## src/rtl/seven_seg_pkg.sv

```systemverilog
// seven_seg_pkg
// Shared constants for the seven-segment scanner:
//   SEG_A..SEG_G : bit index of each segment inside a 7-bit segment vector
//   SEG_BLANK    : all segments off (active-high sense)
//   HEX_FONT     : nibble -> segment pattern, active-high, bit 0 = A
//                  standard hex font with lowercase b and d
package seven_seg_pkg;

    localparam int SEG_A = 0;
    localparam int SEG_B = 1;
    localparam int SEG_C = 2;
    localparam int SEG_D = 3;
    localparam int SEG_E = 4;
    localparam int SEG_F = 5;
    localparam int SEG_G = 6;

    localparam logic [6:0] SEG_BLANK = 7'h00;

    localparam logic [6:0] HEX_FONT [0:15] = '{
        7'h3F, // 0
        7'h06, // 1
        7'h5B, // 2
        7'h4F, // 3
        7'h66, // 4
        7'h6D, // 5
        7'h7D, // 6
        7'h07, // 7
        7'h7F, // 8
        7'h6F, // 9
        7'h77, // A
        7'h7C, // b
        7'h39, // C
        7'h5E, // d
        7'h79, // E
        7'h71  // F
    };

endpackage

```

## src/rtl/seg_hex_decode.sv

```systemverilog
// seg_hex_decode
// Combinational nibble to seven-segment decoder, active-high (polarity is
// applied by the caller at its output register).
// Ports:
//   nibble   : 4-bit hex digit
//   segments : segment pattern, bit 0 = A .. bit 6 = G, 1 = lit
module seg_hex_decode
    import seven_seg_pkg::*;
(
    input  logic [3:0] nibble,
    output logic [6:0] segments
);

    assign segments = HEX_FONT[nibble];

endmodule

```

## src/rtl/multi_digit_seven_segment_scanner.sv

```systemverilog
// multi_digit_seven_segment_scanner
// Time-multiplexes NUM_DIGITS hex digits onto one shared segment bus. Each
// digit slot lasts CLKS_PER_DIGIT clocks, the first DEAD_CLKS of which are
// blanked to avoid ghosting while the digit select changes. New values are
// staged in a pending register and only reach the display at a frame
// boundary so a frame never shows a mix of old and new digits.
// Optional feature: define SEG_SCAN_BLINK_EN to add i_Blink_Mask and the
// BLINK_FRAMES parameter (per-digit blinking with a frame-based period).
// Ports:
//   i_Clk        : clock, rising edge
//   i_Rst_L      : asynchronous active-low reset
//   i_Load       : one-cycle strobe capturing i_Value
//   i_Value      : hex nibbles, digit 0 in [3:0]
//   i_Blank_Lz   : suppress leading zeros (digit 0 always shown)
//   i_Blink_Mask : digits to blink (SEG_SCAN_BLINK_EN only)
//   o_Segments   : segments A..G of the selected digit, bit 0 = A
//   o_Digit_En   : one-hot digit select, or all inactive in dead time
//   o_Pending    : a loaded value waits for the next frame boundary
module multi_digit_seven_segment_scanner
    import seven_seg_pkg::*;
#(
    parameter int NUM_DIGITS     = 4,
    parameter int CLKS_PER_DIGIT = 25000,
    parameter int DEAD_CLKS      = 2,
    parameter int ACTIVE_LOW     = 1
`ifdef SEG_SCAN_BLINK_EN
    ,
    parameter int BLINK_FRAMES   = 64
`endif
)
(
    input  logic                    i_Clk,
    input  logic                    i_Rst_L,
    input  logic                    i_Load,
    input  logic [4*NUM_DIGITS-1:0] i_Value,
    input  logic                    i_Blank_Lz,
`ifdef SEG_SCAN_BLINK_EN
    input  logic [NUM_DIGITS-1:0]   i_Blink_Mask,
`endif
    output logic [6:0]              o_Segments,
    output logic [NUM_DIGITS-1:0]   o_Digit_En,
    output logic                    o_Pending
);

    localparam int SLOT_W = $clog2(CLKS_PER_DIGIT);
    localparam int IDX_W  = $clog2(NUM_DIGITS);

    localparam logic [SLOT_W-1:0] SLOT_LAST = SLOT_W'(CLKS_PER_DIGIT - 1);
    localparam logic [SLOT_W-1:0] DEAD_END  = SLOT_W'(DEAD_CLKS);
    localparam logic [IDX_W-1:0]  IDX_LAST  = IDX_W'(NUM_DIGITS - 1);

    localparam logic [6:0] SEG_OFF =
        (ACTIVE_LOW != 0) ? ~SEG_BLANK : SEG_BLANK;
    localparam logic [NUM_DIGITS-1:0] EN_OFF =
        (ACTIVE_LOW != 0) ? {NUM_DIGITS{1'b1}} : {NUM_DIGITS{1'b0}};

    logic [SLOT_W-1:0]       slot_cnt;
    logic [IDX_W-1:0]        digit_idx;
    logic [4*NUM_DIGITS-1:0] display_reg;
    logic [4*NUM_DIGITS-1:0] pend_reg;
    logic                    pending;

    logic                    slot_last;
    logic                    frame_boundary;
    logic                    in_dead;
    logic [NUM_DIGITS-1:0]   sel_onehot;
    logic [3:0]              cur_nibble;
    logic [6:0]              font_seg;
    logic [NUM_DIGITS-1:0]   lz_mask;
    logic [NUM_DIGITS-1:0]   dark_mask;
    logic                    zeros_above;
    logic                    digit_dark;
    logic [6:0]              seg_next;
    logic [NUM_DIGITS-1:0]   en_next;

    assign slot_last      = (slot_cnt == SLOT_LAST);
    assign frame_boundary = slot_last && (digit_idx == IDX_LAST);
    assign in_dead        = (slot_cnt < DEAD_END);

    // Slot timer and digit index
    always_ff @(posedge i_Clk or negedge i_Rst_L) begin
        if (!i_Rst_L) begin
            slot_cnt  <= '0;
            digit_idx <= '0;
        end else if (slot_last) begin
            slot_cnt  <= '0;
            digit_idx <= (digit_idx == IDX_LAST) ? '0 : digit_idx + IDX_W'(1);
        end else begin
            slot_cnt  <= slot_cnt + SLOT_W'(1);
        end
    end

    // Load staging. A load that coincides with the boundary would otherwise
    // sit in pending for a whole frame, so it goes straight to the display.
    always_ff @(posedge i_Clk or negedge i_Rst_L) begin
        if (!i_Rst_L) begin
            display_reg <= '0;
            pend_reg    <= '0;
            pending     <= 1'b0;
        end else if (frame_boundary) begin
            if (i_Load) begin
                display_reg <= i_Value;
            end else if (pending) begin
                display_reg <= pend_reg;
            end
            pending <= 1'b0;
        end else if (i_Load) begin
            pend_reg <= i_Value;
            pending  <= 1'b1;
        end
    end

    assign o_Pending = pending;

    always_comb begin
        sel_onehot = '0;
        cur_nibble = 4'h0;
        for (int i = 0; i < NUM_DIGITS; i++) begin
            sel_onehot[i] = (digit_idx == IDX_W'(i));
            if (sel_onehot[i]) begin
                cur_nibble = display_reg[i*4 +: 4];
            end
        end
    end

    seg_hex_decode u_decode (
        .nibble   (cur_nibble),
        .segments (font_seg)
    );

    // A digit is a leading zero when it and every digit above it are zero.
    always_comb begin
        zeros_above = 1'b1;
        lz_mask     = '0;
        for (int i = NUM_DIGITS - 1; i >= 1; i--) begin
            if (display_reg[i*4 +: 4] != 4'h0) begin
                zeros_above = 1'b0;
            end
            lz_mask[i] = zeros_above & i_Blank_Lz;
        end
    end

`ifdef SEG_SCAN_BLINK_EN
    localparam int FRM_W = (BLINK_FRAMES > 1) ? $clog2(BLINK_FRAMES) : 1;
    localparam logic [FRM_W-1:0] FRM_LAST = FRM_W'(BLINK_FRAMES - 1);

    logic [FRM_W-1:0] frame_cnt;
    logic             blink_phase;

    // blink_phase = 1 is the dark half of the blink period
    always_ff @(posedge i_Clk or negedge i_Rst_L) begin
        if (!i_Rst_L) begin
            frame_cnt   <= '0;
            blink_phase <= 1'b0;
        end else if (frame_boundary) begin
            if (frame_cnt == FRM_LAST) begin
                frame_cnt   <= '0;
                blink_phase <= ~blink_phase;
            end else begin
                frame_cnt   <= frame_cnt + FRM_W'(1);
            end
        end
    end

    assign dark_mask = lz_mask | (blink_phase ? i_Blink_Mask : '0);
`else
    assign dark_mask = lz_mask;
`endif

    assign digit_dark = |(dark_mask & sel_onehot);

    // Dark digits keep their enable so the scan duty stays uniform.
    always_comb begin
        seg_next = font_seg;
        en_next  = sel_onehot;
        if (in_dead) begin
            seg_next = SEG_BLANK;
            en_next  = '0;
        end else if (digit_dark) begin
            seg_next = SEG_BLANK;
        end
    end

    always_ff @(posedge i_Clk or negedge i_Rst_L) begin
        if (!i_Rst_L) begin
            o_Segments <= SEG_OFF;
            o_Digit_En <= EN_OFF;
        end else begin
            o_Segments <= (ACTIVE_LOW != 0) ? ~seg_next : seg_next;
            o_Digit_En <= (ACTIVE_LOW != 0) ? ~en_next  : en_next;
        end
    end

endmodule

```

## config.mk

```make
export PLATFORM = sky130hd
export DESIGN_NAME = multi_digit_seven_segment_scanner
export DESIGN_NICKNAME = d
export VERILOG_FILES = /design/src/rtl/seven_seg_pkg.sv /design/src/rtl/seg_hex_decode.sv /design/src/rtl/multi_digit_seven_segment_scanner.sv
export SDC_FILE = /design/constraint.sdc
export NUM_CORES = 1
export LEC_CHECK = 0
export BUFFER_PORTS_ARGS = -buffer_cell sky130_fd_sc_hd__buf_4
export CELL_PAD_IN_SITES_DETAIL_PLACEMENT = 0
export CELL_PAD_IN_SITES_GLOBAL_PLACEMENT = 1
export CORE_MARGIN = 1.5
export CORE_UTILIZATION = 50
export DETAILED_ROUTE_END_ITERATION = 10
export PLACE_DENSITY_LB_ADDON = 0.15
export SYNTH_ARGS = -nofsm -noshare
export SYNTH_HDL_FRONTEND = slang
export SYNTH_SLANG_ARGS = --single-unit
```

## constraint.sdc

```tcl
create_clock -name i_Clk -period 5.9 [get_ports i_Clk]
set_clock_uncertainty 0.05 [all_clocks]
set_input_delay 1.18 -clock i_Clk [delete_from_list [all_inputs] [get_ports i_Clk]]
set_output_delay 1.18 -clock i_Clk [all_outputs]
set_load 0.03 [all_outputs]
```

==> metrics.sh, run 1 <==
PLACE.DETAILED.HPWL_UM=3610
CTS_RESIZED=0
FLOORPLAN.DIE.WIDTH_UM=80.8
GP_CONGESTION=0.810
FLOORPLAN.ROWS=28
DIE_HEIGHT_UM=80.8
TIMING.RR.START='slot_cnt[3]'
WORSTPATHREQUIRED_NS=6.11
DRT_PASS1_ITERATIONS=4
DP_WORST_SETUP_SLACK_NS=2.82
DRC=0
MIN_PERIOD_OVER_PERIOD_PCT=52.3
POWER-PER-CELL-AREA_mW_PER_MM2=236
DESIGN.FINAL.NETS=333
SYNTH.AREA.TOP_CELLS='dfrtp_1, dfstp_2, mux2i_1'
STARTPOINT_OF_THE_WORST_SETUP_TIMING_PATH='slot_cnt[3]'
CRITICAL_PATH.MAX_STAGE_DELAY_NS=0.95
TOTALNEGATIVESETUPSLACK_NS=0
INTERNAL_POWER_uW=634
REGTOREGENDPOINT='display_reg[7]'
SYNTH_MOST_COMMON_CELL='dfrtp_1'
GRT_OVERFLOW=0
CTS_HOLD_BUFFERS=0
DRT_ITER0_MARKERS=82
SYNTH_SEQUENTIAL_AREA_RATIO_PCT=51.0
SYNTH_LARGEST_AREA_CELL='dfrtp_1'
MAXCAPVIOLCOUNT=0
AVGSYNTHCELLAREA_SQ_UM=11.1
FINAL_DESIGN_AREA_NO_FILL_SQ_MM=0.00345
NUMBER_OF_ANTENNA_VIOLATIONS_AT_THE_FIRST_CHECK_IN_GLOBAL_ROUTING=0
YS_ASYNC_SR_FRACTION_PCT=100
DIE_AREA_SQ_MM=0.00652
TOTAL_LEAKAGE_POWER_nW=1.57
GRT_MAX_DEGREE=62
GRT_PASS1_VIAS=1909
WORSTSETUPENDPOINT='display_reg[7]'
MAXSLEWHEADROOM_PCT=22.2
FINAL-INSTANCE-COUNT-EXCL-FILL=382
CTS_H_TREE_LVLS=3
PLACEABLE_CORE_REGION_SQ_MM=0.00589
WORST_SETUP_HOLD_PATH_CLK_SLEW_NS=0.06
POWER_SWITCHING_uW=182
SYNTHFLOPTYPE='dfrtp_1'
MIN_PATH_TYPE='register to register'
SYNTH_ENABLE_FLOP_CELLS=0
OUTCOME='completed'
CLOCK_SINKS=61
IOS=32
IR_WORST_VDD_uV=152
GRT_FIRST_PASS_WIRELENGTH_UM=8960
WORST-R2R-SETUP-SLACK_NS=2.81
CRIT_PATH_TOP_DELAY_CELL='and3b_1'
DETAIL_ROUTE.VIAS_PER_CELL=5.29
INSERTEDDIODECOUNT=0
CTS_ROOT_BUF='clkbuf_8'
SYNTH_NETS=304
WIRELENGTH_UM=5390
IO_BUFFERS=31
POWER.SHARE.SEQUENTIAL_PCT=53.4
SYNTH_WARNINGS=0
SETUP_SLACK_NS=2.81
PLACE.DETAILED.INSTANCES=366
DRIVE_GT1_SHARE_PCT=24.4
SYNTHDOMINANTCELLAREASHARE_PCT=41.4
PERIOD_NEEDED_NS=3.09
FINAL_MAX_SLEW_VIOL_COUNT=0
PLACE_AREA_SQ_MM=0.00328
FINISH.UTILIZATION_PCT=58.7
CTS_TREE='done'
CRITICAL_PATH_PEAK_FANOUT=32
LAYOUT-AREA-OVERHEAD-VS-SYNTH_PCT=14.3
SETUP_VIOLATIONS=0
CLK-INSERTION-DELAY-LATE_NS=0.34
GLOBALROUTETOTALUTIL_PCT=18.5
FMAX_GHz=0.324
WORSTSETUPSTARTPOINTTYPE='register'
CTS-ROOT-TO-SINK-BUFFERS=2
WORST_SETUP_PATH_END_KIND='register'
TIMING_WORST_SETUP_PATH_TYPE='register to register'
AVGROUTEDWIREPERCELL_UM=14.1
P_CLK_SHARE_PCT=40.3
SYNTH_AREA_SQ_MM=0.00302
SYNTH.LIB_CELLS_USED.DISTINCT=44
CRIT_PATH_CELL_TRACE='or4_4 -> nor4_4 -> and3b_1 -> nor2_1 -> a21oi_1'
DR_TOTAL_VIAS=2020
POST-CTS-SETUP-BUFFERS=0
PWR-SHARE-COMB_PCT=6.2
INITIAL_CORE_UTILIZATION_PCT=51.4
ANT_NETS=0
NETLIST_TOP_CELLS_COUNT='dfrtp_1, nor2_1, nand2_1, a21oi_1, mux2i_1'
R2R_CELLS=5
SYNTHCELLS=273
TIMING_HOLD_VIOLATIONS_FINAL=0
FILLERS=513
SETUP_REPAIR_AFTER_GLOBAL_ROUTING_MISSED_ITS_MARGIN='no'
POWER_SWITCHING_SHARE_PCT=22.3
TIMING.CRITICAL_PATH.ARRIVAL_NS=3.30
SYNTH-SEQ-CELLS=61
MAX_SLEW.WORST_PIN.SLEW_NS=1.16
NUMCTSBUFFERS=9
-- logic make-up after synthesis --
kind of cell,after synthesis,share of synthesized area (%)
and+or+nand+nor,92,15.4
DFF,61,51.0
AOI/OAI and AO/OA,42,9.06
muxes,35,13.5
buffers and inverters,20,3.06
xor gates and xnor gates,12,3.48
adders and majority gates,11,4.55
-- cell usage in the layout (no fill, tap or decap), types with 3 or more instances in the layout --
cell	netlist	layout
clkbuf_8	0	11
inv_1	7	7
dfstp_2	11	11
nor2_1	31	31
clkbuf_1	8	4
buf_4	2	31
xor2_1	5	5
nand3b_1	5	5
ha_1	11	11
nor4_1	4	4
nand3_1	8	8
mux2_4	10	10
nand2_1	22	22
nor2b_1	4	4
xnor2_1	7	7
mux2i_1	18	18
dfrtp_1	50	50
and3_1	3	3
o21ai_0	6	6
a21oi_1	20	20
mux2_2	7	7
nor3b_1	3	3
nand4_1	3	3
-- layer usage --
metal,GRT usage [%],routed length [um],up-vias
met4,9.83,123,0
met1,23.9,2680,961
met3,4.38,189,11
met5,0,0,-
li1,-,-,1016
met2,28.8,2400,32
-- how the worst min path moves through the flow --
stage	start	end	slack, ns	depth (start not counted)
2_1_floorplan	slot_cnt[0]	slot_cnt[0]	0.40	1
3_3_place_gp	slot_cnt[0]	slot_cnt[0]	0.43	1
3_5_place_dp	slot_cnt[0]	slot_cnt[0]	0.44	1
4_1_cts	slot_cnt[0]	slot_cnt[0]	0.45	1
5_1_grt	slot_cnt[0]	slot_cnt[0]	0.46	1
6_report	slot_cnt[0]	slot_cnt[0]	0.44	1
-- area by class of cell --
type                    instances  area [sq um]  area share, %
multi-input cells             192          1390           40.2
flip-flops and latches         61          1540           44.6
clock buffers                  15           166           4.82
well taps                      75          93.8           2.72
repair buffers                 31           233           6.74
clock inverters                 1          5.00          0.145
inverters                       7          26.3          0.761
-- power groups by stage --
stage | combinational (mW) | sequential (mW) | clock [mW]
after global routing | 0.0563 | 0.436 | 0.355
after floorplan | 0.0296 | 0.441 | 0
after detailed placement | 0.0520 | 0.443 | 0
after CTS | 0.0524 | 0.435 | 0.337
final | 0.0509 | 0.436 | 0.329
after global placement | 0.0517 | 0.442 | 0
-- critical path: cells and delay by family (launching register included) --
family | cells | cell delay (ns)
compound gates | 1 | 0.15
flops | 1 | 0.41
simple gates | 4 | 2.38
-- per-stage QoR --
stage	hold slack, ns	power, mW
floorplan	0.405	0.471
global placement	0.431	0.493
detailed placement	0.439	0.495
CTS	0.448	0.825
global route	0.464	0.847
finish	0.437	0.815
No activity file was read; power rests on OpenSTA's default activity.
==> run 2, diff against run 1 <==
Settings changed: CORE_UTILIZATION 50 to 42.
Clock period 5.9 ns to 2.7 ns, I/O delays scaled along.
==> run 2 against run 1 <==
Compared with the run above:
- routed wire length up 5.1%
- total power is 140% higher
- highest routed layer unchanged
- critical endpoint is now o_Segments[3]
- cell count increased by 7.1%
- core utilization down 6.9 points
- register-to-register slack lost 2.6 ns
- largest cell class unchanged
==> metrics.sh, run 2 (same netlist as run 1, synthesis figures left out) <==
GRTUSAGEMET3_PCT=3.20  # was 4.38%
WORST-R2R-SETUP-SLACK_NS=0.19  # was 2.81 ns
DR_TOTAL_VIAS=2063  # was 2020
DRIVE_GT1_SHARE_PCT=26.5  # was 24.4%
IO_BUFFERS=31  # unchanged
INITIAL_CORE_UTILIZATION_PCT=44.0  # was 51.4%
DRC=0  # unchanged
FMAX_GHz=0.398  # was 0.324 GHz
GRT_PASS1_VIAS=2036  # was 1909
TIMING.RR.START='digit_idx[0]'  # was slot_cnt[3]
MIN_PATH_TYPE='input pin to async pin'  # was register to register
MAXSLEWHEADROOM_PCT=20.1  # was 22.2%
SETUP_VIOLATIONS=0  # unchanged
CTS_RESIZED=0  # unchanged
CRITICAL_PATH.MAX_STAGE_DELAY_NS=0.51  # was 0.95 ns
POWER-PER-CELL-AREA_mW_PER_MM2=542  # was 236 mW/mm^2
CRIT_PATH_CELL_TRACE='ha_1 -> nor2_1 -> a311oi_1 -> inv_1 -> ha_1 -> a21oi_1 -> a32o_1 -> nand2_1'  # was or4_4 -> nor4_4 -> and3b_1 -> nor2_1 -> a21oi_1
WORSTPATHREQUIRED_NS=2.90  # was 6.11 ns
DP_WORST_SETUP_SLACK_NS=0.221  # was 2.82 ns
POST-CTS-SETUP-BUFFERS=0  # unchanged
PLACEABLE_CORE_REGION_SQ_MM=0.00687  # was 0.00589 sq mm
DIE_AREA_SQ_MM=0.00771  # was 0.00652 sq mm
INSERTEDDIODECOUNT=0  # unchanged
LAYOUT.CELLS.MOST_COMMON_LIST='dfrtp_1, buf_4, nor2_1, nand2_1, a21oi_1'  # was dfrtp_1, nor2_1, buf_4, nand2_1, a21oi_1
TIMING_WORST_SETUP_PATH_TYPE='register to register'  # unchanged
TOTALNEGATIVESETUPSLACK_NS=0  # unchanged
CLOCK_SINKS=61  # unchanged
SETUP_REPAIR_AFTER_GLOBAL_ROUTING_MISSED_ITS_MARGIN='no'  # unchanged
CRITICAL_PATH_PEAK_FANOUT=16  # was 32
NUMCTSBUFFERS=9  # unchanged
CRITICAL_PATH.MOST_COMMON_CELL='ha_1'
DRT_ITER0_MARKERS=82  # unchanged
LAYOUT-AREA-OVERHEAD-VS-SYNTH_PCT=17.8  # was 14.3%
TOTAL_LEAKAGE_POWER_nW=1.62  # was 1.57 nW
CTS_TREE='done'  # unchanged
MAXCAPVIOLCOUNT=0  # unchanged
WIRELENGTH_UM=5670  # was 5390 um
GP_CONGESTION=0.815  # was 0.810
CTS_H_TREE_LVLS=3  # unchanged
REPORT.POWER.TOTAL_mW=1.93  # was 815 uW
IR_WORST_VDD_uV=307  # was 152 uV
GRT_MAX_DEGREE=62  # unchanged
DRT_PASS1_ITERATIONS=4  # unchanged
AVGROUTEDWIREPERCELL_UM=13.9  # was 14.1 um
FLOORPLAN.ROWS=30  # was 28
CLK-INSERTION-DELAY-LATE_NS=0.33  # was 0.34 ns
NUMBER_OF_ANTENNA_VIOLATIONS_AT_THE_FIRST_CHECK_IN_GLOBAL_ROUTING=0  # unchanged
GROUTE.LAYER.MET2.USAGE_PCT=24.4  # was 28.8%
GRT_OVERFLOW=0  # unchanged
R2R_CELLS=8  # was 5
LAYOUT.CELLS.MOST_COMMON='dfrtp_1'  # unchanged
MAX_SLEW.WORST_PIN.SLEW_NS=1.19  # was 1.16 ns
DIE_HEIGHT_UM=87.8  # was 80.8 um
PERIOD_NEEDED_NS=2.51  # was 3.09 ns
GRT_FIRST_PASS_WIRELENGTH_UM=9780  # was 8960 um
CTS-ROOT-TO-SINK-BUFFERS=2  # unchanged
MIN_PERIOD_OVER_PERIOD_PCT=93.1  # was 52.3%
TIMING_HOLD_VIOLATIONS_FINAL=0  # unchanged
ANT_NETS=0  # unchanged
OUTCOME='completed'  # unchanged
CTS_HOLD_BUFFERS=0  # unchanged
GLOBALROUTETOTALUTIL_PCT=16.5  # was 18.5%
FINAL_MAX_SLEW_VIOL_COUNT=0  # unchanged
FILLERS=657  # was 513
CRIT_PATH_TOP_DELAY_CELL='ha_1'  # was and3b_1
REGTOREGENDPOINT='o_Segments[3]'  # was display_reg[7]
GRT.BUSIEST_LAYER='met2'  # unchanged
WORST_SETUP_HOLD_PATH_CLK_SLEW_NS=0.07  # was 0.06 ns
SETUP_SLACK_NS=0.185  # was 2.81 ns
FLOORPLAN.DIE.WIDTH_UM=87.8  # was 80.8 um
CTS_ROOT_BUF='clkbuf_8'  # unchanged
TIMING.CRITICAL_PATH.ARRIVAL_NS=2.71  # was 3.30 ns
PLACE.DETAILED.HPWL_UM=3870  # was 3610 um
WORST_SETUP_PATH_END_KIND='register'  # unchanged
IOS=32  # unchanged
WORSTSETUPSTARTPOINTTYPE='register'  # unchanged
DESIGN.FINAL.NETS=339  # was 333
DETAIL_ROUTE.VIAS_PER_CELL=5.04  # was 5.29
MET1_USAGE_PCT=23.2  # was 23.9%
run 2: cell types whose count changed in the layout (fill, tap and decap cells not counted):
| cell | previous run | this run |
|---|---|---|
| buf_4 | 31 | 37 |
| bufinv_16 | 0 | 2 |
| clkbuf_1 | 4 | 2 |
| clkbuf_8 | 11 | 9 |
| clkinv_2 | 1 | 3 |
run 2: power breakdown:
group / total, mW / switching [mW] / internal (mW) / leakage [nW]
sequential: 0.951 / 0.0122 / 0.939 / 0.757
clock: 0.866 / 0.350 / 0.516 / 0.107
combinational: 0.113 / 0.0501 / 0.0629 / 0.757
run 2: worst max-delay path, delay by kind of cell (launching register included):
kind                       cells  cell delay [ns]
DFF                            1             0.39
AOI/OAI and AO/OA              3             0.77
adders and majority gates      2             0.83
buffers and inverters          1             0.18
and+or+nand+nor                2             0.22
run 2: area by class of cell:
class,count,area (sq um),share of cell area [%]
Tap cell,96,120,3.37
Sequential cell,61,1540,43.3
Timing Repair Buffer,37,278,7.80
Inverter,7,26.3,0.738
Clock inverter,5,75.1,2.11
Clock buffer,11,131,3.69
Multi-Input combinational cell,192,1390,39.0
run 2: metrics by stage:
step	cell area (sq um)	instances	hold WS (ns)	utilization [%]
after floorplan	3020	273	0.194	-
after global placement	3350	393	0.433	48.8
after detailed placement	3350	393	0.430	48.8
after CTS	3560	409	0.252	51.8
after global routing	3560	409	0.301	51.8
final	3560	409	0.230	51.8
run 2: metal layers:
layer	wire, um	part of all wire, %
met2	2500	44
met4	102	1.8
met5	0	0
met3	204	3.6
met1	2860	50
run 2: worst max-delay path by stage:
stage	end	startpoint	depth (start not counted)	slack, ns
2_1_floorplan	o_Segments[3]	digit_idx[0]	9	0.32
3_3_place_gp	o_Segments[3]	digit_idx[0]	8	0.17
3_5_place_dp	o_Segments[3]	digit_idx[0]	8	0.22
4_1_cts	o_Segments[3]	digit_idx[0]	8	0.19
5_1_grt	o_Segments[3]	digit_idx[0]	8	0.0006
6_report	o_Segments[3]	digit_idx[0]	8	0.19
